### config.mk
export PLATFORM = sky130hd
export DESIGN_NAME = sm4_apb_sequencer
export DESIGN_NICKNAME = d
export VERILOG_FILES = /design/src/rtl/sm4_apb_sequencer.sv
export SDC_FILE = /design/constraint.sdc
export NUM_CORES = 1
export LEC_CHECK = 0
export CAP_MARGIN = 10
export CORE_AREA = 4 4 171 173
export DETAILED_ROUTE_END_ITERATION = 16
export DIE_AREA = 0 0 175 177
export HOLD_SLACK_MARGIN = 0.03
export PLACE_DENSITY = 0.75
export SYNTH_ARGS = -nofsm -noshare
export SYNTH_HDL_FRONTEND = slang
export SYNTH_SLANG_ARGS = --single-unit
export TNS_END_PERCENT = 1
### constraint.sdc
create_clock -name io_mainClk -period 15.6 [get_ports io_mainClk]
set_clock_uncertainty 0.1 [all_clocks]
set_input_delay 1.56 -clock io_mainClk [delete_from_list [all_inputs] [get_ports io_mainClk]]
set_output_delay 1.56 -clock io_mainClk [all_outputs]
set_load 0.01 [all_outputs]
### src/rtl/sm4_apb_sequencer.sv
// sm4_apb_sequencer: autonomous APB initiator for the SM4 peripheral.
// Takes one 128-bit command (encrypt / decrypt / key load), issues the
// register sequence over APB, waits for completion and returns the result.
// Optional feature macro: SM4_SEQ_TIMEOUT_EN bounds the interrupt wait
// to TIMEOUT_CYCLES and reports a timeout through rsp_err.
// KEY_WAIT_CYCLES must be at least 2; the post-transfer gap cycle counts as one.
module sm4_apb_sequencer #(
  parameter logic [11:0] BASE_ADDR       = 12'h000,
  parameter int          KEY_WAIT_CYCLES = 20,
  parameter int          TIMEOUT_CYCLES  = 4096
) (
  input  logic         io_mainClk,
  input  logic         resetCtrl_systemReset,
  input  logic         cmd_valid,
  output logic         cmd_ready,
  input  logic [1:0]   cmd_op,
  input  logic [127:0] cmd_data,
  output logic         rsp_valid,
  input  logic         rsp_ready,
  output logic [127:0] rsp_data,
  output logic         rsp_err,
  output logic [11:0]  io_apb_PADDR,
  output logic         io_apb_PSEL,
  output logic         io_apb_PENABLE,
  output logic         io_apb_PWRITE,
  output logic [31:0]  io_apb_PWDATA,
  input  logic [31:0]  io_apb_PRDATA,
  input  logic         io_apb_PREADY,
  input  logic         io_apb_PSLVERROR,
  input  logic         io_SM4_interrupt
);

  localparam logic [1:0] OP_ENC = 2'b00;
  localparam logic [1:0] OP_DEC = 2'b01;
  localparam logic [1:0] OP_KEY = 2'b10;
  localparam logic [1:0] OP_RSV = 2'b11;

  localparam int CNT_MAX = (KEY_WAIT_CYCLES > TIMEOUT_CYCLES) ? KEY_WAIT_CYCLES : TIMEOUT_CYCLES;
  localparam int CNT_W   = $clog2(CNT_MAX + 1);

  typedef enum logic [2:0] {
    S_IDLE, S_SETUP, S_ACCESS, S_GAP, S_WAIT_IRQ, S_KEY_WAIT, S_RESP
  } state_t;

  state_t         state_q, state_d;
  logic [1:0]     op_q;
  logic [127:0]   data_q;
  logic [3:0]     step_q;       // transfer index: 0..5 writes, 6..9 result reads
  logic [CNT_W-1:0] cnt_q;      // cycles spent in the current state
  logic [127:0]   res_q;
  logic           err_q;
  logic           irq_prev_q;
  logic           ready_en_q;   // keeps cmd_ready low until the first edge after reset

  logic           accept;
  logic           xfer_done;
  logic           irq_rise;
  logic           timeout_hit;
  logic [11:0]    seq_off;
  logic           seq_write;
  logic [31:0]    seq_wdata;

  assign accept    = cmd_valid && cmd_ready;
  assign xfer_done = (state_q == S_ACCESS) && io_apb_PREADY;
  assign irq_rise  = io_SM4_interrupt && !irq_prev_q;

`ifdef SM4_SEQ_TIMEOUT_EN
  assign timeout_hit = (state_q == S_WAIT_IRQ) && !irq_rise &&
                       (cnt_q == CNT_W'(TIMEOUT_CYCLES - 1));
`else
  assign timeout_hit = 1'b0;
`endif

  // Register map walk: address, direction and write data for the current step.
  always_comb begin
    // NOTE: every output of a combinational block gets a default first so no latch is inferred.
    seq_off   = 12'h000;
    seq_write = 1'b0;
    seq_wdata = 32'h0;
    case (step_q)
      4'd0: begin
        seq_off   = 12'h14C;
        seq_write = 1'b1;
        seq_wdata = (op_q == OP_ENC) ? 32'd8 : (op_q == OP_DEC) ? 32'd4 : 32'd0;
      end
      4'd1: begin seq_off = (op_q == OP_KEY) ? 12'h138 : 12'h104; seq_write = 1'b1; seq_wdata = data_q[31:0];   end
      4'd2: begin seq_off = (op_q == OP_KEY) ? 12'h13C : 12'h108; seq_write = 1'b1; seq_wdata = data_q[63:32];  end
      4'd3: begin seq_off = (op_q == OP_KEY) ? 12'h140 : 12'h10C; seq_write = 1'b1; seq_wdata = data_q[95:64];  end
      4'd4: begin seq_off = (op_q == OP_KEY) ? 12'h144 : 12'h110; seq_write = 1'b1; seq_wdata = data_q[127:96]; end
      4'd5: begin seq_off = (op_q == OP_KEY) ? 12'h148 : 12'h114; seq_write = 1'b1; seq_wdata = 32'd1;          end
      4'd6: seq_off = 12'h118;
      4'd7: seq_off = 12'h11C;
      4'd8: seq_off = 12'h120;
      4'd9: seq_off = 12'h124;
      default: ;
    endcase
  end

  // State register.
  always_ff @(posedge io_mainClk or posedge resetCtrl_systemReset) begin
    if (resetCtrl_systemReset) state_q <= S_IDLE;
    else                       state_q <= state_d;
  end

  // Next-state logic: APB transfer phases interleaved with the command sequence.
  always_comb begin
    state_d = state_q;
    case (state_q)
      S_IDLE:     if (accept) state_d = (cmd_op == OP_RSV) ? S_RESP : S_SETUP;
      S_SETUP:    state_d = S_ACCESS;
      S_ACCESS:   if (io_apb_PREADY) state_d = S_GAP;
      S_GAP: begin
        if (step_q == 4'd5)      state_d = (op_q == OP_KEY) ? S_KEY_WAIT : S_WAIT_IRQ;
        else if (step_q == 4'd9) state_d = S_RESP;
        else                     state_d = S_SETUP;
      end
      S_WAIT_IRQ: begin
        if (irq_rise)         state_d = S_SETUP;
        else if (timeout_hit) state_d = S_RESP;
      end
      S_KEY_WAIT: if (cnt_q == CNT_W'(KEY_WAIT_CYCLES - 2)) state_d = S_RESP;
      S_RESP:     if (rsp_ready) state_d = S_IDLE;
      default:    state_d = S_IDLE;
    endcase
  end

  // Outputs decoded from the state; APB address/data are zero while unselected.
  always_comb begin
    cmd_ready      = (state_q == S_IDLE) && ready_en_q;
    io_apb_PSEL    = (state_q == S_SETUP) || (state_q == S_ACCESS);
    io_apb_PENABLE = (state_q == S_ACCESS);
    io_apb_PADDR   = io_apb_PSEL ? (BASE_ADDR + seq_off) : 12'h000;
    io_apb_PWRITE  = io_apb_PSEL && seq_write;
    io_apb_PWDATA  = io_apb_PSEL ? seq_wdata : 32'h0;
    rsp_valid      = (state_q == S_RESP);
    rsp_data       = res_q;
    rsp_err        = err_q;
  end

  // Command capture, step/cycle counters, result and sticky error collection.
  always_ff @(posedge io_mainClk or posedge resetCtrl_systemReset) begin
    if (resetCtrl_systemReset) begin
      op_q       <= OP_ENC;
      data_q     <= '0;
      step_q     <= '0;
      cnt_q      <= '0;
      res_q      <= '0;
      err_q      <= 1'b0;
      irq_prev_q <= 1'b0;
      ready_en_q <= 1'b0;
    end else begin
      // NOTE: sequential state uses non-blocking assignments so every register samples pre-edge values.
      ready_en_q <= 1'b1;
      irq_prev_q <= io_SM4_interrupt;
      cnt_q      <= (state_d != state_q) ? '0 : cnt_q + 1'b1;
      if (accept) begin
        op_q   <= cmd_op;
        data_q <= cmd_data;
        step_q <= '0;
        res_q  <= '0;
        err_q  <= (cmd_op == OP_RSV);
      end
      if (state_q == S_GAP) step_q <= step_q + 4'd1;
      if (xfer_done) begin
        if (io_apb_PSLVERROR) err_q <= 1'b1;
        case (step_q)
          4'd6: res_q[127:96] <= io_apb_PRDATA;
          4'd7: res_q[95:64]  <= io_apb_PRDATA;
          4'd8: res_q[63:32]  <= io_apb_PRDATA;
          4'd9: res_q[31:0]   <= io_apb_PRDATA;
          default: ;
        endcase
      end
      if (timeout_hit) err_q <= 1'b1;
    end
  end

endmodule
==> Word-level counts from Yosys, hierarchy flattened <==
Cells that the tools add are included.
{ "totals": {"regBits": 281, "latchBits": 0, "ramBits": 0, "mem_bits_ro": 0, "output_inout_bits": 178, "wordCells": 77, "memories": 0} }
{ "op_classes": {"n_addsub": 2, "mul": 0, "n_div": 0, "magnitude_cmp": 0, "eq_ne": 20, "shifts": 0, "n_mux": 34, "bitwise_logic": 0, "reduce_logical": 12} }
{ "op_table": {"columns": ["op", "n"], "rows": [
  ["128-bit two-way mux", 2],
  ["32-bit case mux with 6 select lines", 1],
  ["32-bit two-way mux", 5],
  ["9-bit case mux with 10 select lines", 1],
  ["3-bit two-way mux", 9],
  ["7-bit two-way mux", 3],
  ["3-bit case mux with 7 select lines", 1],
  ["4-bit by 3-bit equality test with 1-bit output (second input constant)", 4],
  ["13-bit by 1-bit adder with 13-bit output (second input constant)", 1],
  ["13-bit by 5-bit equality test with 1-bit output (second input constant)", 1],
  ["13-bit two-way mux", 1],
  ["12-bit two-way mux", 1],
  ["4-bit two-way mux", 3],
  ["6-bit two-way mux", 2],
  ["3-bit equality test (second input constant)", 3],
  ["4-bit by 2-bit equality test with 1-bit output (second input constant)", 2],
  ["4-bit equality test (second input constant)", 2],
  ["3-bit by 2-bit equality test with 1-bit output (second input constant)", 2],
  ["6-bit OR reduction", 1],
  ["1-bit logical AND", 5],
  ["1-bit two-way mux", 5],
  ["4-bit by 1-bit adder with 4-bit output (second input constant)", 1],
  ["2-bit equality test (second input constant)", 2],
  ["4-bit by 1-bit equality test with 1-bit output (second input constant)", 1],
  ["9 further kinds", 9]
]} }

==> Depth between registers and ports, before layout <==
Gate-level depths: netlist (run 1).
{ "depth": {"word_depth": 7, "depth_mapped": 8, "depth_no_buf": 6} }

==> Worst setup path after synthesis (run 1) <==
OpenSTA, ideal clock, no wires.
{ "synth_timing": {"path_type": "register to output", "startpoint": "register step_q[0]", "endpoint": "output port io_apb_PWDATA[10]", "arrival_time_ps": 1708, "t_required_ps": 13940, "slack_ps": 12232, "stages_incl_launch_ff": 9, "n_path_buf": 2, "path_cell_list": "dfrtp_1 inv_1 ha_1 clkbuf_1 nor2_1 o21ai_0 nand3b_1 clkbuf_1 a21oi_1"} }
{ "synth_between": {"elab_chain_cells": 3, "word_cells_on_any_way": 8, "classes_between": "eq/ne (5); mux (2); reduce/logical (1)"} }
{ "synth_rtl": {"columns": ["element", "line", "rtl"], "rows": [
  ["start: declaration", "48", "logic [3:0] step_q;"],
  ["start signal: assignment", "163", "if (state_q == S_GAP) step_q <= step_q + 4'd1;"],
  ["4-bit by 3-bit equality test with 1-bit output, or another cell as far along", "80", "case (step_q)"],
  ["32-bit case mux with 6 select lines (*)", "80", null],
  ["32-bit two-way mux (*)", "134", "io_apb_PWDATA = io_apb_PSEL ? seq_wdata : 32'h0;"],
  ["end: declaration", "26", "output logic [31:0] io_apb_PWDATA,"]
]} }
Mark *: on every way between the ends. The rest lies on a longest branch, timed or not.

==> Worst setup path in the final report (run 1) <==
{ "layout_timing": {"startpoint": "register step_q[2]", "endpoint": "output port io_apb_PWDATA[1]"} }
Same word-level chain as after synthesis.

==> impl_summary.log, run 1 <==
[metrics] outcome: complete, no violations
[metrics] period utilisation layout: around 30%
[metrics] IO buf count: 340
[metrics] worst-case headroom to the max-slew limit: between 20% and 30%
[metrics] setup TNS: 0 ns
[metrics] grt ovf: 0
[metrics] final weighted congestion in routability-driven placement: 0.829
[metrics] vias per cell: 5.13
[metrics] row count: 61
[metrics] fraction of final layout cells sized beyond drive strength 1: 3.56%
[metrics] post-place setup slack: 10.76 ns
[metrics] Final Hold Violating Endpoints: 0
[metrics] path category of the worst min-delay check: reg2reg
[metrics] final worst-path setup slack: 10.88 ns
[metrics] die height: 177 um
[metrics] post-detailed-route wirelength per cell: 16.9 um
[metrics] first-pass detailed-route iteration total: 5
[metrics] post-CTS sizing: 0
[metrics] cells along the critical path: and2b_1 -> and2_1 -> buf_4 -> a22oi_1 -> a21oi_1 -> clkdlybuf4s50_1
[metrics] top flip-flop cell by instance count after synthesis: dfrtp_1
[metrics] Avg Synthesized Cell Area: 8.67 sq um
[metrics] antenna viol nets, final: 0
[metrics] top achievable clock speed: 212 MHz
[metrics] top library cells by usage in the layout, fill and taps aside: 660 x nand2_1, 340 x clkdlybuf4s50_1, 281 x dfrtp_1
[metrics] total routed wirelength: around 35 mm
[metrics] Worst setup EP type: output pin
[metrics] buffers inserted by post-CTS timing repair: 0
[metrics] Final setup viols: 0
[metrics] share of async-settable or async-resettable flops after synthesis: 100%
[metrics] # hold bufs at CTS: 0
[metrics] proportion of synthesized chip area in sequential cells: 57.3%
[metrics] number of top-level design ports: 347
[metrics] detailed placer's ending HPWL: approximately 24 mm
[metrics] initial antenna violation count: 2
[metrics] final layout net count: 1,870
[metrics] maximum buffer depth of the clock tree: 3
[metrics] worst hold margin: 0.374 ns
[metrics] number of fill cells: around 2,400
[metrics] maximum number of pins on one net before global-route repair: approximately 140
[metrics] vias after detailed routing: 10,700
[metrics] first-pass GRT wire length: 55.7 mm
[metrics] largest stage delay on the critical path: 0.66 ns
[metrics] Die Outline Area: between 30,000 and 40,000 sq um
[metrics] Area growth, synth to finish: 34.9%
[metrics] cell at the root of the clock tree: clkbuf_16
[metrics] Core Footprint: 27,600 sq um
[metrics] worst setup path class: reg2out
[metrics] aggregate global-route resource usage: between 20% and 30%
[metrics] post-synth cell types: 48
[metrics] Seq cells post-synth: 281
[metrics] number of DRC markers after the initial detailed-route iteration: 888
[metrics] number of flops mapped to enable cells by yosys: 0
[metrics] standard cell with the maximum stage delay on the critical path: dfrtp_1
[metrics] Leakage: 7.39 nW
[metrics] RSZ-0062 raised after global routing: no
[metrics] yosys synthesis warning count: 0
[metrics] number of DRC violations after detailed routing: 0
[metrics] share of Yosys cell area claimed by the top area cell type: ~57%
[metrics] Required @ worst endpoint: ~14 ns
[metrics] maximum resistive drop on vdd: 93.2 uV
[metrics] clock-pin transition on the worst setup and hold timing paths: 0.06 ns
[metrics] horizontal die dimension: about 180 um
[metrics] clock tree from TritonCTS: yes
[metrics] Pwr per Cell Area: 156 nW/um^2
[metrics] Startpoint Class: flip-flop
[metrics] cell type with the largest total area after synthesis: dfrtp_1
[metrics] count of pins over their slew limit: 0
[metrics] total CTS buffers: 29
[metrics] number of clock sinks: 281
[metrics] Clock Latency Late Sink: 0.53 ns
[metrics] most common cell after layout, fill and taps aside: nand2_1
[metrics] number of standard cells after synthesis: 1,416
[metrics] final worst path period need: 4.72 ns
[metrics] area of the multi-input gates: 4670 sq um
[metrics] Critical Path AT: 3.06 ns
[metrics] largest driver fanout on the critical path: 31
[metrics] register area: roughly 7000 sq um
[metrics] overall power after layout: 2.58 mW
[metrics] vias in the first global route: 10,600
[metrics] CTS H-tree depth: 1
[metrics] initial core utilization: approximately 44%
[metrics] actual slew at the worst max-slew pin: 1.15 ns
[metrics] area of the mapped netlist: 12,300 sq um
[metrics] number of max-cap violations: 0
[metrics] synth top area cells: dfrtp_1 57%, nand2_1 20%, o21ai_0 5.6%, a22oi_1 3.9%, buf_2 2.3%
## critical path: cells and delay by family (launching register included)
family          cells  cell delay (ns)
buf+inv             2             0.97
compound gates      2             0.43
flops               1             0.66
simple gates        2             0.46
## power breakdown
group	internal [mW]	total, mW	switching (mW)
clock network	0.364	0.637	0.274
registers	0.942	1.08	0.139
logic	0.376	0.861	0.484
total	1.68	2.58	0.897
## final timing paths
check / slack [ns] / depth (start not counted) / to / startpoint
max: 10.88 / 6 / io_apb_PWDATA[1] / step_q[2]
min reg2reg: 0.37 / 2 / data_q[81] / data_q[81]
max in group asynchronous: 11.50 / 4 / rsp_data[76] / resetCtrl_systemReset
min in group asynchronous: 1.52 / 2 / data_q[4] / resetCtrl_systemReset
min: 0.37 / 2 / data_q[81] / data_q[81]
max reg2reg: 12.62 / 5 / rsp_data[71] / state_q[1]
## per-stage QoR
stage / util [%] / cells / instance area, sq um
4_1_cts: 60.0 / 2092 / 16600
3_5_place_dp: 56.8 / 2042 / 15700
5_1_grt: 60.0 / 2094 / 16600
3_3_place_gp: 56.8 / 2042 / 15700
6_report: 60.0 / 2094 / 16600
2_1_floorplan: - / 1421 / 12300
## kinds of logic after synthesis
group / after synthesis / synth area share [%]
AND/OR/NAND/NOR: 739 / 24.0
buffers and inverters: 117 / 4.98
other: 2 / 0.0611
XOR/XNOR: 10 / 0.713
AO/OA/AOI/OAI: 260 / 12.3
flip-flops: 281 / 57.3
multiplexers: 1 / 0.0815
adder cells (fa/ha/maj): 6 / 0.611
## layer usage
metal,global-route usage (%),wire (um)
met5,0,0
met4,5.73,719
met3,6.02,3200
met2,36.7,16600
met1,28.7,14900
## flip-flops by register name, indices dropped and copies added (netlist names)
register / cells
step_q: 4
op_q: 2
irq_prev_q: 1
cnt_q: 13
state_q: 3
rsp_err: 1
rsp_data: 128
data_q: 128
ready_en_q: 1
## Yosys cell counts, types with 4 or more instances
| master | n |
|---|---|
| a21oi_1 | 43 |
| a22oi_1 | 63 |
| and2_1 | 5 |
| and3_1 | 6 |
| buf_1 | 5 |
| buf_2 | 57 |
| buf_4 | 7 |
| buf_6 | 10 |
| clkbuf_1 | 28 |
| dfrtp_1 | 281 |
| ha_1 | 6 |
| inv_1 | 10 |
| nand2_1 | 661 |
| nand3_1 | 10 |
| nand4_1 | 5 |
| nor2_1 | 21 |
| nor3_1 | 5 |
| o21ai_0 | 137 |
| xnor2_1 | 4 |
| xor2_1 | 6 |
## area by class of cell
type                       instances  area share [%]
multi-input combinational       1023            28.2
timing repair buffer             350            21.0
sequential                       281            42.4
antenna                            2          0.0302
clock inverter                     7           0.242
tap                              378            2.85
clock buffer                      43            5.00
inverter                          10           0.272
(Power assumes the default switching activity.)
==> run 2: changes to the inputs <==
clock period = 4.85 ns   (was 15.6 ns; I/O delays follow)
==> impl_summary.log, run 2 (synthesized netlist as in run 1, its figures left out) <==
[metrics] Final setup viols: 0 (unchanged)
[metrics] number of clock sinks: 281 (unchanged)
[metrics] worst setup path class: reg2out (unchanged)
[metrics] worst hold margin: 0.347 ns (was 0.374 ns)
[metrics] maximum buffer depth of the clock tree: 3 (unchanged)
[metrics] initial antenna violation count: 5 (was 2)
[metrics] path category of the worst min-delay check: in2reg (was reg2reg)
[metrics] largest stage delay on the critical path: 0.93 ns (was 0.66 ns)
[metrics] final worst path period need: 4.16 ns
[metrics] maximum number of pins on one net before global-route repair: 145 (was 135)
[metrics] vias in the first global route: 10,800 (was 10,600)
[metrics] grt ovf: 0 (unchanged)
[metrics] detailed placer's ending HPWL: 25.1 mm (was 23.8 mm)
[metrics] total routed wirelength: 36.7 mm (was 35.4 mm)
[metrics] row count: 61 (unchanged)
[metrics] die height: 177 um (unchanged)
[metrics] standard cell with the maximum stage delay on the critical path: and2_1 (was dfrtp_1)
[metrics] antenna viol nets, final: 0 (unchanged)
[metrics] # hold bufs at CTS: 0 (unchanged)
[metrics] register area: 7030 sq um (unchanged)
[metrics] outcome: complete, no violations (unchanged)
[metrics] placed inst area: 15,800 sq um (was 15,700 sq um)
[metrics] clock tree from TritonCTS: yes (unchanged)
[metrics] fraction of final layout cells sized beyond drive strength 1: 4.47% (was 3.56%)
[metrics] Leakage: 7.51 nW (was 7.39 nW)
[metrics] Critical Path AT: 3.57 ns (was 3.06 ns)
[metrics] worst-case headroom to the max-slew limit: 19.4% (was 23.2%)
[metrics] final std cell area, no fill: 16,800 sq um (was 16,600 sq um)
[metrics] aggregate global-route resource usage: 22.7% (was 22.0%)
[metrics] maximum resistive drop on vdd: 347 uV (was 93.2 uV)
[metrics] IO buf count: 340 (unchanged)
[metrics] top achievable clock speed: 240 MHz
[metrics] period utilisation layout: 85.7%
[metrics] number of DRC markers after the initial detailed-route iteration: 999 (was 888)
[metrics] largest driver fanout on the critical path: 23 (was 31)
[metrics] Required @ worst endpoint: 4.26 ns (was 13.94 ns)
[metrics] vias per cell: 5.22 (was 5.13)
[metrics] first-pass detailed-route iteration total: 6 (was 5)
[metrics] post-CTS sizing: 0 (unchanged)
[metrics] initial core utilization: 44.5% (unchanged)
[metrics] Pwr per Cell Area: 515 nW/um^2 (was 156 nW/um^2)
[metrics] cell at the root of the clock tree: clkbuf_16 (unchanged)
[metrics] Worst setup EP type: output pin (unchanged)
[metrics] area of the multi-input gates: 4670 sq um (unchanged)
[metrics] clock-pin transition on the worst setup and hold timing paths: 0.06 ns (about the same)
[metrics] Area growth, synth to finish: 36.7% (was 34.9%)
[metrics] count of pins over their slew limit: 0 (unchanged)
[metrics] post-detailed-route wirelength per cell: 17.4 um (was 16.9 um)
[metrics] top library cells by usage in the layout, fill and taps aside: 660 x nand2_1, 340 x clkdlybuf4s50_1, 281 x dfrtp_1 (unchanged)
[metrics] setup TNS: 0 ns (unchanged)
[metrics] Core Footprint: 27,600 sq um (unchanged)
[metrics] number of DRC violations after detailed routing: 0 (unchanged)
[metrics] Clock Latency Late Sink: 0.55 ns (was 0.53 ns)
[metrics] actual slew at the worst max-slew pin: 1.21 ns (was 1.15 ns)
[metrics] Die Outline Area: 31,000 sq um (unchanged)
[metrics] number of fill cells: 2,390 (was 2,400)
[metrics] CTS H-tree depth: 1 (unchanged)
[metrics] RSZ-0062 raised after global routing: no (unchanged)
[metrics] cells along the critical path: inv_1 -> ha_1 -> and2_1 -> buf_4 -> a22oi_1 -> a21oi_1 -> clkdlybuf4s50_1 (was and2b_1 -> and2_1 -> buf_4 -> a22oi_1 -> a21oi_1 -> clkdlybuf4s50_1)
[metrics] final layout net count: 1,875 (was 1,870)
[metrics] most common cell after layout, fill and taps aside: nand2_1 (unchanged)
[metrics] number of top-level design ports: 347 (unchanged)
[metrics] Final Hold Violating Endpoints: 0 (unchanged)
[metrics] number of max-cap violations: 0 (unchanged)
[metrics] buffers inserted by post-CTS timing repair: 0 (unchanged)
[metrics] first-pass GRT wire length: 57.4 mm (was 55.7 mm)
[metrics] final weighted congestion in routability-driven placement: 0.882 (was 0.829)
[metrics] Startpoint Class: flip-flop (unchanged)
[metrics] horizontal die dimension: 175 um (unchanged)
[metrics] total CTS buffers: 31 (was 29)
[metrics] vias after detailed routing: 11,000 (was 10,700)
run 2: changes by cell type in the layout (fill, tap and decap cells not counted), moves of 2 or more:
cell       before  now
clkbuf_1        9    3
clkbuf_8        5   11
clkinv_2        5   10
buf_12          0    3
clkbuf_16      29   31
run 2: per-stage QoR:
step	power, mW	utilization, %	setup WS (ns)	instances
final	8.65	60.8	0.692	2105
after global routing	9.14	60.8	0.552	2105
after CTS	8.68	60.8	0.728	2102
after detailed placement	6.33	57.0	1.34	2045
after global placement	6.24	57.0	1.41	2045
after floorplan	5.05	-	0.544	1421
run 2: path summary, 6_finish.rpt:
path                       slack (ns)             startpoint               end  depth (start not counted)
min in group asynchronous        0.42  resetCtrl_systemReset           rsp_err                          3
max                              0.69              step_q[1]  io_apb_PWDATA[5]                          7
max in group asynchronous        3.61  resetCtrl_systemReset     rsp_data[120]                          3
max reg2reg                      2.06             state_q[1]     rsp_data[106]                          5
min reg2reg                      0.37             data_q[57]        data_q[57]                          2
min                              0.35       io_SM4_interrupt        irq_prev_q                          1
run 2: where the power goes:
group | internal, mW | switching, mW
logic | 1.22 | 1.56
clock network | 1.39 | 0.936
registers | 3.03 | 0.504
run 2: final cells by class:
type | count | share of cell area [%]
diodes | 3 | 0.0447
multi-input cells | 1023 | 27.8
well taps | 378 | 2.82
inverters | 10 | 0.246
repair buffers | 353 | 21.1
clock buffers | 45 | 5.59
clock inverters | 12 | 0.544
flip-flops and latches | 281 | 41.9
run 2: metal layers:
layer	global-route usage, %	vias up	wire (um)
met4	7.40	2	1190
li1	-	5156	-
met1	30.6	5272	15000
met2	36.4	480	17100
met3	5.55	81	3280
met5	0	-	13
run 2: critical path: cells and delay by family (launching register included):
kind | cells | cell delay, ns
adder cells (fa/ha/maj) | 1 | 0.37
AND/OR/NAND/NOR | 1 | 0.93
flip-flops | 1 | 0.42
buffers and inverters | 3 | 0.99
AO/OA/AOI/OAI | 2 | 0.30
==> run 3: changes to the inputs <==
CORE_AREA = 4 4 239 124   (was 4 4 171 173)
DIE_AREA = 0 0 243 128   (was 0 0 175 177)
PLACE_DENSITY = 0.76   (was 0.75)
SLEW_MARGIN = 20   (was unset)
==> impl_summary.log, run 3 (synthesized netlist as in run 1, its figures left out) <==
[metrics] Clock Latency Late Sink: 0.54 ns (was 0.55 ns)
[metrics] total CTS buffers: 26 (was 31)
[metrics] Core Footprint: 27,400 sq um (was 27,600 sq um)
[metrics] worst flop-to-flop path startpoint: state_q[1] (unchanged)
[metrics] Startpoint Class: flip-flop (unchanged)
[metrics] setup slack on the worst flop-to-flop path: 2.30 ns (was 2.06 ns)
[metrics] Leakage: 7.44 nW (was 7.51 nW)
[metrics] actual slew at the worst max-slew pin: 0.896 ns (was 1.21 ns)
[metrics] maximum number of pins on one net before global-route repair: 134 (was 145)
[metrics] clock-pin transition on the worst setup and hold timing paths: 0.07 ns (was 0.06 ns)
[metrics] Area growth, synth to finish: 35.9% (was 36.7%)
[metrics] antenna viol nets, final: 0 (unchanged)
[metrics] number of top-level design ports: 347 (unchanged)
[metrics] final weighted congestion in routability-driven placement: 0.880 (was 0.882)
[metrics] Clk network pwr share: 25.9% (was 26.9%)
[metrics] vias after detailed routing: 10,600 (was 11,000)
[metrics] post-CTS sizing: 0 (unchanged)
[metrics] initial core utilization: 44.8% (was 44.5%)
[metrics] largest driver fanout on the critical path: 16 (was 23)
[metrics] RSZ-0062 raised after global routing: no (unchanged)
[metrics] post-detailed-route wirelength per cell: 17.2 um (was 17.4 um)
[metrics] fraction of final layout cells sized beyond drive strength 1: 3.86% (was 4.47%)
[metrics] worst setup path class: reg2out (unchanged)
[metrics] detailed placer's ending HPWL: 24.1 mm (was 25.1 mm)
[metrics] grt ovf: 0 (unchanged)
[metrics] # hold bufs at CTS: 0 (unchanged)
[metrics] count of non-filler cells in the finished layout: 2,074 (was 2,105)
[metrics] worst-case reg-to-reg path depth: 5 (unchanged)
[metrics] setup TNS: 0 ns (unchanged)
[metrics] aggregate global-route resource usage: 22.0% (was 22.7%)
[metrics] count of pins over their slew limit: 0 (unchanged)
[metrics] worst-case headroom to the max-slew limit: 40.3% (was 19.4%)
[metrics] Gate power share: 32.7% (was 32.2%)
[metrics] horizontal die dimension: 243 um (was 175 um)
[metrics] first-pass detailed-route iteration total: 5 (was 6)
[metrics] Pwr per Cell Area: 506 nW/um^2 (was 515 nW/um^2)
[metrics] Worst setup EP type: output pin (unchanged)
[metrics] row count: 43 (was 61)
[metrics] vias per cell: 5.10 (was 5.22)
[metrics] net switching fraction of the power: 34.5% (was 34.7%)
[metrics] cell at the root of the clock tree: clkbuf_16 (unchanged)
[metrics] number of DRC violations after detailed routing: 0 (unchanged)
[metrics] initial antenna violation count: 2 (was 5)
[metrics] clock tree from TritonCTS: yes (unchanged)
[metrics] number of DRC markers after the initial detailed-route iteration: 973 (was 999)
[metrics] Final Hold Violating Endpoints: 0 (unchanged)
[metrics] top achievable clock speed: 252 MHz (was 240 MHz)
[metrics] power share of the sequential group: 41.4% (was 40.9%)
[metrics] buffers inserted by post-CTS timing repair: 0 (unchanged)
[metrics] placed cells: 2,027 (was 2,045)
[metrics] vias in the first global route: 10,300 (was 10,800)
[metrics] Die Outline Area: 31,100 sq um (was 31,000 sq um)
[metrics] outcome: complete, no violations (unchanged)
[metrics] total routed wirelength: 35.6 mm (was 36.7 mm)
[metrics] first-pass GRT wire length: 55.7 mm (was 57.4 mm)
[metrics] die height: 128 um (was 177 um)
[metrics] maximum resistive drop on vdd: 272 uV (was 347 uV)
[metrics] final worst path period need: 3.96 ns (was 4.16 ns)
[metrics] Required @ worst endpoint: 4.26 ns (about the same)
[metrics] total internal power: 5.53 mW (was 5.64 mW)
[metrics] top library cells by usage in the layout, fill and taps aside: 660 x nand2_1, 340 x clkdlybuf4s50_1, 281 x dfrtp_1 (unchanged)
[metrics] CTS H-tree depth: 1 (unchanged)
[metrics] most common cell after layout, fill and taps aside: nand2_1 (unchanged)
[metrics] period utilisation layout: 81.7% (was 85.7%)
[metrics] final layout net count: 1,871 (was 1,875)
[metrics] switching power total: 2.91 mW (was 3.00 mW)
[metrics] number of clock sinks: 281 (unchanged)
[metrics] Final setup viols: 0 (unchanged)
[metrics] IO buf count: 340 (unchanged)
[metrics] Critical Path AT: 3.38 ns (was 3.57 ns)
[metrics] path category of the worst min-delay check: in2async (was in2reg)
[metrics] endpoint of the lowest-slack register-to-register path: rsp_data[66] (was rsp_data[106])
[metrics] number of max-cap violations: 0 (unchanged)
[metrics] maximum buffer depth of the clock tree: 3 (unchanged)
run 3: changes by cell type in the layout (fill, tap and decap cells not counted), moves of 2 or more:
| cell | delta |
|---|---|
| and3_2 | -3 |
| buf_12 | +2 |
| clkbuf_16 | -4 |
| and3_4 | +3 |
| clkinv_2 | -7 |
| bufinv_16 | +2 |
| clkbuf_8 | -4 |
run 3: area by class of cell:
| type | instances | area, sq um |
|---|---|---|
| inverter | 10 | 41.3 |
| sequential | 281 | 7030 |
| tap | 360 | 450 |
| antenna | 2 | 5.00 |
| multi-input combinational | 1023 | 4680 |
| clock inverter | 8 | 124 |
| timing repair buffer | 354 | 3570 |
| fill | 2344 | 10800 |
| clock buffer | 36 | 779 |
run 3: worst max-delay path, stage by stage (launching register included):
cell and delay (ns):
dfrtp_1 0.65, and2b_1 0.31, and2_1 0.60, buf_4 0.37, a22oi_1 0.12, a21oi_1 0.21, clkdlybuf4s50_1 0.58
run 3: metal layers:
layer	wire [um]	share of wire [%]	GRT usage [%]
met1	15200	43	28.9
met2	17700	50	38.0
met3	1660	4.7	3.76
met4	1020	2.9	6.58
met5	0	0	0
run 3: metrics by stage:
stage | area, sq um | util (%) | hold WS [ns] | total power [mW] | setup WS [ns]
after global routing | 16700 | 60.8 | 0.343 | 8.97 | 0.682
after global placement | 15700 | 57.4 | 0.359 | 6.24 | 1.54
final | 16700 | 60.8 | 0.324 | 8.45 | 0.886
after CTS | 16600 | 60.7 | 0.331 | 8.51 | 0.901
after detailed placement | 15700 | 57.4 | 0.362 | 6.30 | 1.50
after floorplan | 12300 | - | 0.340 | 5.05 | 0.544
run 3: power by group through the flow:
stage / Sequential [mW] / Combinational (mW) / Clock (mW)
finish: 3.50 / 2.77 / 2.19
global route: 3.58 / 3.05 / 2.34
detailed placement: 3.52 / 2.78 / 0
floorplan: 3.45 / 1.60 / 0
global placement: 3.52 / 2.72 / 0
CTS: 3.49 / 2.79 / 2.23
run 3: worst max path at each step:
stage | startpoint | to | slack (ns) | depth (start not counted)
after floorplan | resetCtrl_systemReset | cnt_q[0] | 0.54 | 1
after global placement | step_q[1] | io_apb_PWDATA[23] | 1.54 | 7
after detailed placement | step_q[1] | io_apb_PWDATA[23] | 1.50 | 7
after CTS | step_q[1] | io_apb_PWDATA[23] | 0.90 | 7
after global routing | step_q[2] | io_apb_PWDATA[18] | 0.68 | 6
final | step_q[2] | io_apb_PWDATA[23] | 0.89 | 6
==> RTL edit 1: new RTL, flow settings as in run 3 <==
Re-encode `state_t` (7 states) as Gray code, 3 bits wide.
--- a/src/rtl/sm4_apb_sequencer.sv
+++ b/src/rtl/sm4_apb_sequencer.sv
@@ -41,3 +41,3 @@
   typedef enum logic [2:0] {
-    S_IDLE, S_SETUP, S_ACCESS, S_GAP, S_WAIT_IRQ, S_KEY_WAIT, S_RESP
+    S_IDLE = 3'b000, S_SETUP = 3'b001, S_ACCESS = 3'b011, S_GAP = 3'b010, S_WAIT_IRQ = 3'b110, S_KEY_WAIT = 3'b111, S_RESP = 3'b101
   } state_t;
Formal check against the unedited RTL: no difference found for any inputs over 4 cycles, from zero or initial values and one cycle with resetCtrl_systemReset high; so few cycles prove little.
==> RTL edit 1 against run 3 <==
Sequential cell count stayed put; first-iteration DRC count is 25% lower; synthesized area is 0.15% higher; final area is 0.73% higher; synthesized cell count is 0.28% higher; power is 4.7% higher; global-route usage is 0.20 points higher; critical path type unchanged; largest cell class unchanged; routed wire length is 1.5% higher; setup slack worse by 0.20 ns.
==> RTL edit 1: results (changes against run 3) <==
stage,metric,value,unit,change
outcome,status,"complete, no violations",,
place,DP Wirelength,24100,um,about the same
critical_path,critical-path maximum fanout,21,,+5
synth,adder-cell area share of the yosys netlist,0.00610,,-0.00000933
cts,worst skew pair latency,0.54,ns,about the same
critical_path,r2r startpoint,state_q[1],,
critical_path,family with the most delay on the worst path,simple AND/OR/NAND/NOR gates,,
global_routing,gr usage total,0.222,,+0.00198
synth,XOR/XNOR share of the synthesized area,0.00712,,-0.0000109
sta,Hold WS,0.154,ns,-0.170 ns
pwr,Max VDD drop,0.000300,V,+10%
pwr,Power Density,526,nW/um^2,+3.9%
global_routing,vias in the first global route,10300,,+0.039%
cts,number of buffers on the longest clock path,3,,unchanged
place,dpl cell area,15900,um^2,+0.67%
synth,post-synth cell types,48,,unchanged
sta,Worst Tran Pin Value,1.06,ns,+0.165 ns
detailed_routing,met1 WL,14900,um,-2.0%
detailed_routing,vias per cell,5.17,,+1.2%
detailed_routing,via count,10800,,+2.0%
detailed_routing,WL met2,17800,um,+0.53%
synth,largest cells by area after synthesis,"dfrtp_1 (57%), nand2_1 (20%), o21ai_0 (5.8%)",,
finish,layout cells sized above 1,0.0486,,+0.0101
global_routing,global-route wire length before repair,56200,um,+0.88%
synth,Gate Count Post-Synth,1420,,+0.28%
critical_path,r2r endpoint,data_q[88],,
detailed_routing,initial DRC count,734,,-25%
detailed_routing,DR WL/cell,17.3,um,+0.69%
synth,post-synthesis mux area share,0,,-0.000815
synth,predominant post-synthesis flop cell,dfrtp_1,,
hold_path,hold crit path type,in2async,,
global_routing,routing usage on met2,0.377,,-0.00348
global_routing,met1 Use GR,0.289,,about the same
sta,Final period util,0.858,,+0.0409
critical_path,Worst setup endpoint,io_apb_PWDATA[27],,
finish,nets@finish,1884,,+0.69%
cts,Inserted Clock Buffers,27,,+3.8%
synth,Commonest cells post-synth,"nand2_1 (667), dfrtp_1 (281), o21ai_0 (142), a22oi_1 (60), buf_2 (52)",,
finish,filler cell count,2362,,+0.77%
place,dpl cells,2039,,+0.59%
detailed_routing,router iterations before antenna repair,7,,+2
synth,post-synthesis sequential area ratio,0.572,,-0.000874
synth,Compound-Gate Fraction of Synth Area,0.125,,+0.00205
global_routing,largest net degree at the start of global routing,99,,-26%
critical_path,CP peak stage delay,0.88,ns,+0.23 ns
place,Place WS,1.26,ns,-0.244 ns
detailed_routing,DR WL met3,1960,um,+18%
place,global placement routability congestion,0.888,,+0.86%
global_routing,M3 GR Usage,0.0397,,+0.00209
critical_path,"slowest stage cell, crit path",and2_1,,
critical_path,R2R setup slack,1.72,ns,-0.58 ns
pwr,LEAKAGE,0.00745,uW,about the same
critical_path,crit path DAT,3.58,ns,+0.20 ns
synth,async set-reset flop share out of synthesis,1.00,,unchanged
==> RTL edit 1: cell types whose count changed after synthesis, sizes merged, moves of 4 or more <==
cell	change
nor2	+11
and3	-5
a31oi	+5
nand2	+6
buf	-7
nand3	-4
==> RTL edit 1: layout make-up <==
type	count	area share
diodes	2	0.000298
clock buffers	38	0.0462
clock inverters	10	0.00863
inverters	11	0.00268
multi-input cells	1032	0.284
flip-flops and latches	281	0.418
well taps	360	0.0268
repair buffers	356	0.213
==> RTL edit 1: cells by family after synthesis <==
| group | count (synthesis) |
|---|---|
| XOR/XNOR | 10 |
| buffers and inverters | 112 |
| AND/OR/NAND/NOR | 745 |
| AO/OA/AOI/OAI | 264 |
| flip-flops | 281 |
| adder cells (fa/ha/maj) | 6 |
| other | 2 |
==> RTL edit 1: power breakdown <==
group          internal, uW  leakage, uW  switching (uW)
Sequential             3080      0.00371             488
Combinational          1390      0.00329            1700
Clock                  1280     0.000447             917
Total                  5740      0.00745            3100
==> RTL edit 2: new RTL, flow settings as in run 3 <==
Without the edit above. `KEY_WAIT_CYCLES`: 20 -> 40.
--- a/src/rtl/sm4_apb_sequencer.sv
+++ b/src/rtl/sm4_apb_sequencer.sv
@@ -8,3 +8,3 @@
   parameter logic [11:0] BASE_ADDR       = 12'h000,
-  parameter int          KEY_WAIT_CYCLES = 20,
+  parameter int          KEY_WAIT_CYCLES = 40,
   parameter int          TIMEOUT_CYCLES  = 4096
Formal check against the unedited RTL: no difference found for any inputs over 4 cycles, from zero or initial values and one cycle with resetCtrl_systemReset high; that may be too few to reach the edited logic, so the function may still have changed.
==> RTL edit 2 against run 3 <==
Synthesized cell count about the same; highest routed layer unchanged; clock power increased by 4%; synthesized area decreased by 0.58%; sequential cell count unchanged; final area increased by 0.28%; largest cell class unchanged; setup slack got worse by 0.31 ns; power increased by 2.2%; routed wire length increased by 1.4%; cell count increased by 0.24%.
==> RTL edit 2: results (changes against run 3) <==
stage,metric,value,unit,change
global_routing,vias in the first global route,10500,,+2.4%
pwr,LEAKAGE,0.00743,uW,-0.16%
place,dpl cell area,15800,um^2,+0.17%
finish,Final Non-Filler Cells,2079,,+0.24%
critical_path,r2r startpoint,state_q[0],,
global_routing,initial antenna violation count,1,,-1
place,DP Wirelength,23900,um,-0.73%
synth,Mapped Avg Cell Area,8.63,um^2,-0.51%
place,dpl cells,2030,,+0.15%
global_routing,largest net degree at the start of global routing,166,,+24%
synth,largest cells by area after synthesis,"dfrtp_1 (58%), nand2_1 (20%), o21ai_0 (5.7%)",,
finish,filler cell count,2369,,+1.1%
pwr,switching pwr,3010,uW,+3.2%
critical_path,crit path DAT,3.69,ns,+0.31 ns
global_routing,gr usage total,0.224,,+0.00400
sta,Worst Tran Pin Value,1.13,ns,+0.233 ns
synth,Commonest cells post-synth,"nand2_1 (659), dfrtp_1 (281), o21ai_0 (139), a22oi_1 (62), clkbuf_1 (51)",,
critical_path,R2R setup slack,2.00,ns,-0.30 ns
critical_path,r2r endpoint,data_q[28],,
finish,footprint of the multi-input gates,4710,um^2,+0.64%
global_routing,global-route wire length before repair,56800,um,+1.8%
critical_path,"slowest stage cell, crit path",nand3b_1,,
outcome,status,"complete, no violations",,
pwr,Max VDD drop,0.000333,V,+22%
finish,nets@finish,1873,,+0.11%
critical_path,critical-path maximum fanout,19,,+3
place,global placement routability congestion,0.851,,-3.3%
critical_path,CP peak stage delay,0.78,ns,+0.13 ns
detailed_routing,Post-Route WL,36100,um,+1.4%
==> RTL edit 2: cell types whose count changed in the layout (fill, tap and decap cells not counted), sizes merged, moves of 4 or more <==
cell | before | now
nor2 | 21 | 29
and3 | 6 | 2
clkinv | 3 | 7
inv | 10 | 14
a21oi | 44 | 39
==> RTL edit 2: worst max path at each step <==
stage	from	endpoint	cells after the start
after global placement	step_q[1]	io_apb_PWDATA[6]	8
after global routing	step_q[1]	io_apb_PWDATA[14]	8
after floorplan	resetCtrl_systemReset	cnt_q[0]	1
after detailed placement	step_q[1]	io_apb_PWDATA[6]	8
final	step_q[1]	io_apb_PWDATA[6]	8
after CTS	step_q[1]	io_apb_PWDATA[6]	8
==> RTL edit 2: kinds of logic (layout without fill, tap and decap cells) <==
family / after synthesis / after routing / share of synthesized area
multiplexers: 1 / 1 / 0.000820
AO/OA/AOI/OAI: 260 / 260 / 0.124
adder cells (fa/ha/maj): 6 / 6 / 0.00615
XOR/XNOR: 13 / 13 / 0.00932
buffers and inverters: 116 / 414 / 0.0426
flip-flops: 281 / 281 / 0.576
AND/OR/NAND/NOR: 736 / 736 / 0.240
other: 2 / 8 / 0.000615
==> RTL edit 2: through the flow <==
step,hold WS (ns),setup slack (ns)
after CTS,0.333,0.590
after global routing,0.334,0.352
after global placement,0.358,1.23
final,0.354,0.577
after floorplan,0.340,0.544
after detailed placement,0.363,1.20
==> RTL edit 2: worst reg2reg max path: cells and delay by family, from the launching register on <==
| kind | cells | cell delay (ns) |
|---|---|---|
| AND/OR/NAND/NOR | 4 | 1.45 |
| buffers and inverters | 1 | 0.73 |
| flip-flops | 1 | 0.50 |
==> RTL edit 2: area by class of cell <==
type / count / share of cell area
flip-flops and latches: 281 / 0.420
multi-input cells: 1023 / 0.282
repair buffers: 352 / 0.211
clock buffers: 33 / 0.0434
well taps: 360 / 0.0269
clock inverters: 15 / 0.0132
inverters: 14 / 0.00336
diodes: 1 / 0.000150
==> RTL edit 2: per-layer routing <==
layer  part of all wire  up-vias  wire [um]  global-route usage
met4              0.042        0       1510              0.0915
met2               0.49      335      17600               0.382
met3              0.049       89       1770              0.0353
met1               0.42     5110      15200               0.291
met5                  0        -          0                   0
li1                   -     5142          -                   -
==> RTL edit 2: power by group through the flow <==
stage          sequential (uW)  clock (uW)  combinational, uW
3_3_place_gp              3530           0               2790
2_1_floorplan             3470           0               1570
4_1_cts                   3510        2310               2870
3_5_place_dp              3530           0               2860
5_1_grt                   3600        2420               3150
6_report                  3510        2270               2850
